## src/rtl/glitch_filter_multi_if.sv

```systemverilog
// Signal bundle for glitch_filter_multi: control and raw inputs in, filtered levels and strobes out.
interface glitch_filter_multi_if #(
    parameter int unsigned CH = 4
);
    logic          en;
    logic          mode;
    logic [CH-1:0] x_in;
    logic [CH-1:0] y_out;
    logic [CH-1:0] rise;
    logic [CH-1:0] fall;
    logic [CH-1:0] unstable;

    modport master (output en, mode, x_in, input y_out, rise, fall, unstable);
    modport slave  (input en, mode, x_in, output y_out, rise, fall, unstable);
endinterface

```

## src/rtl/glitch_filter_multi.sv

```systemverilog
// Multi-channel deglitcher: 2-flop sync, DEPTH-sample history, unanimous or majority decision,
// registered level with one-cycle rise/fall strobes and an instability flag.
module glitch_filter_multi #(
    parameter int unsigned CH    = 4,
    parameter int unsigned DEPTH = 4
) (
    input  logic                 cp,
    input  logic                 rst,
    glitch_filter_multi_if.slave bus
);
    localparam int unsigned CW = $clog2(DEPTH + 1);
    localparam int unsigned DW = CW + 1;

    logic [CH-1:0]            r_s1;
    logic [CH-1:0]            r_s2;
    logic [CH-1:0][DEPTH-1:0] r_h;
    logic [CH-1:0]            r_y;
    logic [CH-1:0]            r_rise;
    logic [CH-1:0]            r_fall;
    logic [CH-1:0]            r_unst;

    logic [CH-1:0][CW-1:0]    w_ones;
    logic [CH-1:0][DW-1:0]    w_dbl;
    logic [CH-1:0]            w_all1;
    logic [CH-1:0]            w_all0;
    logic [CH-1:0]            w_y;

    // Decision is taken from the history as registered before the edge; undecided rules hold.
    always_comb begin
        for (int c = 0; c < int'(CH); c++) begin
            w_ones[c] = '0;
            for (int i = 0; i < int'(DEPTH); i++) begin
                w_ones[c] = w_ones[c] + CW'(r_h[c][i]);
            end
            w_dbl[c]  = {w_ones[c], 1'b0};
            w_all1[c] = &r_h[c];
            w_all0[c] = ~|r_h[c];
            w_y[c]    = r_y[c];
            if (!bus.mode) begin
                if (w_all1[c]) begin
                    w_y[c] = 1'b1;
                end else if (w_all0[c]) begin
                    w_y[c] = 1'b0;
                end
            end else begin
                if (w_dbl[c] > DW'(DEPTH)) begin
                    w_y[c] = 1'b1;
                end else if (w_dbl[c] < DW'(DEPTH)) begin
                    w_y[c] = 1'b0;
                end
            end
        end
    end

    always_ff @(posedge cp or posedge rst) begin
        if (rst) begin
            r_s1   <= '0;
            r_s2   <= '0;
            r_h    <= '0;
            r_y    <= '0;
            r_rise <= '0;
            r_fall <= '0;
            r_unst <= '0;
        end else begin
            r_s1 <= bus.x_in;
            r_s2 <= r_s1;
            if (bus.en) begin
                for (int c = 0; c < int'(CH); c++) begin
                    r_h[c] <= {r_h[c][DEPTH-2:0], r_s2[c]};
                end
                r_y    <= w_y;
                r_rise <= w_y & ~r_y;
                r_fall <= ~w_y & r_y;
                r_unst <= ~(w_all1 | w_all0);
            end else begin
                r_rise <= '0;
                r_fall <= '0;
            end
        end
    end

    assign bus.y_out    = r_y;
    assign bus.rise     = r_rise;
    assign bus.fall     = r_fall;
    assign bus.unstable = r_unst;
endmodule

```

## src/flat_wrapper.sv

```systemverilog
// flat-port wrapper written by rule: the top's interface ports become plain ports
module glitch_filter_multi_flat 
#(
    parameter int unsigned CH    = 4,
    parameter int unsigned DEPTH = 4
)
  (cp, rst, bus_en, bus_mode, bus_x_in, bus_y_out, bus_rise, bus_fall, bus_unstable);
  glitch_filter_multi_if #(.CH(CH)) bus_i ();
  input  logic cp;
  input  logic rst;
  input wire logic [$bits(bus_i.en)-1:0] bus_en;
  input wire logic [$bits(bus_i.mode)-1:0] bus_mode;
  input wire logic [$bits(bus_i.x_in)-1:0] bus_x_in;
  output wire logic [$bits(bus_i.y_out)-1:0] bus_y_out;
  output wire logic [$bits(bus_i.rise)-1:0] bus_rise;
  output wire logic [$bits(bus_i.fall)-1:0] bus_fall;
  output wire logic [$bits(bus_i.unstable)-1:0] bus_unstable;
  assign bus_i.en = bus_en;
  assign bus_i.mode = bus_mode;
  assign bus_i.x_in = bus_x_in;
  assign bus_y_out = bus_i.y_out;
  assign bus_rise = bus_i.rise;
  assign bus_fall = bus_i.fall;
  assign bus_unstable = bus_i.unstable;
  glitch_filter_multi #(.CH(CH), .DEPTH(DEPTH)) u_core (.cp(cp), .rst(rst), .bus(bus_i));
endmodule
```

## config.mk

```make
export PLATFORM = sky130hd
export DESIGN_NAME = glitch_filter_multi_flat
export DESIGN_NICKNAME = d
export VERILOG_FILES = /design/src/rtl/glitch_filter_multi_if.sv /design/src/rtl/glitch_filter_multi.sv /design/src/flat_wrapper.sv
export SDC_FILE = /design/constraint.sdc
export NUM_CORES = 1
export LEC_CHECK = 0
export ABC_AREA = 1
export CAP_MARGIN = 25
export CELL_PAD_IN_SITES_DETAIL_PLACEMENT = 0
export CELL_PAD_IN_SITES_GLOBAL_PLACEMENT = 1
export CORE_MARGIN = 3
export CORE_UTILIZATION = 47
export CTS_BUF_LIST = sky130_fd_sc_hd__clkbuf_4 sky130_fd_sc_hd__clkbuf_8
export DETAILED_ROUTE_END_ITERATION = 6
export MAX_ROUTING_LAYER = met4
export PLACE_DENSITY_LB_ADDON = 0.1
export SLEW_MARGIN = 20
export SYNTH_ARGS = -nofsm -noshare
export SYNTH_HDL_FRONTEND = slang
export SYNTH_SLANG_ARGS = --single-unit
export TNS_END_PERCENT = 30
```

## constraint.sdc

```tcl
create_clock -name cp -period 3.5 [get_ports cp]
set_input_delay 0.525 -clock cp [delete_from_list [all_inputs] [get_ports cp]]
set_output_delay 0.525 -clock cp [all_outputs]
set_load 0.02 [all_outputs]
```

==> impl_metrics.ini <==
[timing]
maxSlewViolCount = 0
fmax_ghz = 0.512
tightest_slew_ns = 0.831
post-route-period-util_pct = 55.8
final.setup.tns_ns = 0
finalCriticalPeriod_ns = 1.95
relSlewSlack_pct = 44.4
hold_viol_final = 0
clock_skew_ns = 0.00561
rsz0062_at_grt = false
setup_viol = 0

[setup_path]
r2r-start = u_core.r_h[12]
cp_slowest_cell = fa_1
cp-end-kind = flop
cp.required_ns = 3.72
r2r_cells = 12
worstPathArrival_ns = 2.17
max_stage_delay_ns = 0.41
rr_endpoint = u_core.bus.rise[3]
startpoint_type = flop
r2r_setup_slack_ns = 1.55
worstPathCellList = inv_1 > ha_1 > fa_1 > inv_1 > ha_1 > inv_1 > nor2_1 > nand2_1 > nand2_1 > nand2_1 > nand3_2 > nor2_1
worstSetupPathType = flop to flop
critical_path.max_fanout = 3

[placement]
dpl.hpwl_um = 2330
port_buffers = 23
dp_cells = 274
place_congestion = 0.726

[yosys]
avgSynthCellArea_um2 = 9.34
synth.net_count = 234
synthAdderAreaFrac_pct = 14.6
synth_top_family_by_area = simple AND/OR/NAND/NOR gates
synthTopCellsByArea = dfrtp_1 52%, nand2_1 11%, ha_1 10%
ys_seq_area_share_pct = 52.0
syn-instance-count = 206
synth-edff-count = 0
synth_ff_type = dfrtp_1
ys_seq_elements = 40
synth_mux_area_share_pct = 0
yosys.area_share.simple_pct = 19.4
synth-xor-area-share_pct = 0
synth_top_area_share_pct = 52.0
yosys.area.top_type = dfrtp_1
ys_types = 15
synth_compound_area_share_pct = 4.68
netlist_area_um2 = 1920
ys_async_sr_fraction_pct = 100
ys_warn_count = 0

[finish]
final_common_cell = nand2_1
drive_gt1_share_pct = 7.69
antenna-diode-count = 0
finalNetCount = 261
final_cells = 282
mostFrequentLayoutCells = 56 x nand2_1, 40 x dfrtp_1, 32 x inv_1
syn2layout_area_growth_pct = 18.4

[detailed_routing]
drt-total-wl_um = 3140
drtIter0Drc = 125
ant_nets = 0
via_count = 1326
drtPass1Iterations = 4
viasPerCell = 4.70
drcViolationCount = 0
routedWlPerCell_um = 11.1

[global_route]
grt_use_total_pct = 14.6
first_global_vias = 1316
antenna_found_initial = 0
grt_max_degree = 41
grt_overflow = 0
grt_pass1_wl_um = 5600

[min_path]
min_from = u_core.r_s1[2]
min_to = u_core.r_s2[2]
hold_class = flop to flop
hold_depth = 0

[floorplanning]
die_h_um = 70.0
ios = 24
num_rows = 22
die_area_um2 = 4900
die_w_um = 70.0
coreArea_um2 = 3800
start_util_pct = 50.7

[clock_network]
root_buffer = clkbuf_8
numCtsBuffers = 5
cts_resized = 0
h-tree-depth = 2
path_clk_slew_ns = 0.07
clock_latency_ns = 0.28
clockBufferDepth = 2
postCtsSetupBuffers = 0
cts_tree = built
holdBufCountCts = 0
numClockSinks = 40

[pwr]
power.density_nw_per_um2 = 514
p_leak_nw = 1.17
vdd_ir_drop_max_v = 0.000275

[status]
status = completed

[run]
cap_violations = 0
report_power, final:
group / internal, W / switching, W
Sequential: 0.000515 / 0.0000463
Combinational: 0.000128 / 0.000161
Clock: 0.000176 / 0.000143
Total: 0.000820 / 0.000351
sequential cells by signal, indices dropped and copies added, names as in the netlist:
name,cells
u_core.bus.unstable,4
u_core.r_s1,4
u_core.bus.fall,4
u_core.bus.y_out,4
u_core.r_s2,4
u_core.r_h,16
u_core.bus.rise,4
cell type report:
cell class / count / area (um^2)
fillers: 337 / 1520
flip-flops and latches: 40 / 1000
multi-input cells: 126 / 743
repair buffers: 25 / 245
inverters: 35 / 131
clock buffers: 8 / 97.6
well taps: 48 / 60.1
synthesized netlist by cell type (3+ instances only):
library cell  number
buf_6              3
dfrtp_1           40
fa_1               4
ha_1              16
inv_1             32
inv_2              3
nand2_1           56
nand3_1           15
nand3_2            3
nor2_1            12
o21ai_0            9
o21ai_1            7
cells by family (layout without fill, tap and decap cells):
kind of cell / Yosys count / in the layout
flip-flops: 40 / 40
AO/OA/AOI/OAI: 18 / 18
AND/OR/NAND/NOR: 88 / 88
buffers and inverters: 40 / 68
adder cells (fa/ha/maj): 20 / 20
worst max-delay path by stage:
| stage | start | endpoint | slack [ns] | cells past startpoint |
|---|---|---|---|---|
| 6_report | u_core.r_h[12] | u_core.bus.rise[3] | 1.55 | 12 |
| 5_1_grt | u_core.r_h[8] | u_core.bus.rise[2] | 1.39 | 12 |
| 4_1_cts | u_core.r_h[12] | u_core.bus.rise[3] | 1.54 | 12 |
| 3_5_place_dp | bus_en | u_core.bus.y_out[0] | 1.31 | 4 |
| 3_3_place_gp | bus_en | u_core.bus.y_out[0] | 1.35 | 4 |
| 2_1_floorplan | u_core.r_h[12] | u_core.bus.rise[3] | 1.71 | 12 |
critical path: cells and delay by family, from the launching register on:
kind,cells,cell delay (ns)
buffers and inverters,3,0.20
adders and majority gates,3,0.94
and+or+nand+nor,6,0.36
DFF,1,0.38
per-stage QoR:
step	hold slack [ns]	power [W]	setup slack (ns)	utilization [%]	cell area (um^2)
after detailed placement	0.339	0.000864	1.31	57.4	2180
after global routing	0.355	0.00125	1.39	60.0	2280
final	0.352	0.00117	1.55	60.0	2280
after CTS	0.356	0.00119	1.54	60.0	2280
after floorplan	0.331	0.000758	1.71	-	1920
after global placement	0.332	0.000853	1.35	57.4	2180
per-layer routing:
layer  track usage [%]  vias to the layer above  part of all wire (%)
li1                  -                      679                     -
met1              17.6                      619                    47
met2              23.6                       24                    48
met3              4.32                        4                   4.3
met4              4.68                        0                  0.99
met5                 -                        -                     0
Power figures use the tool's default switching activity.
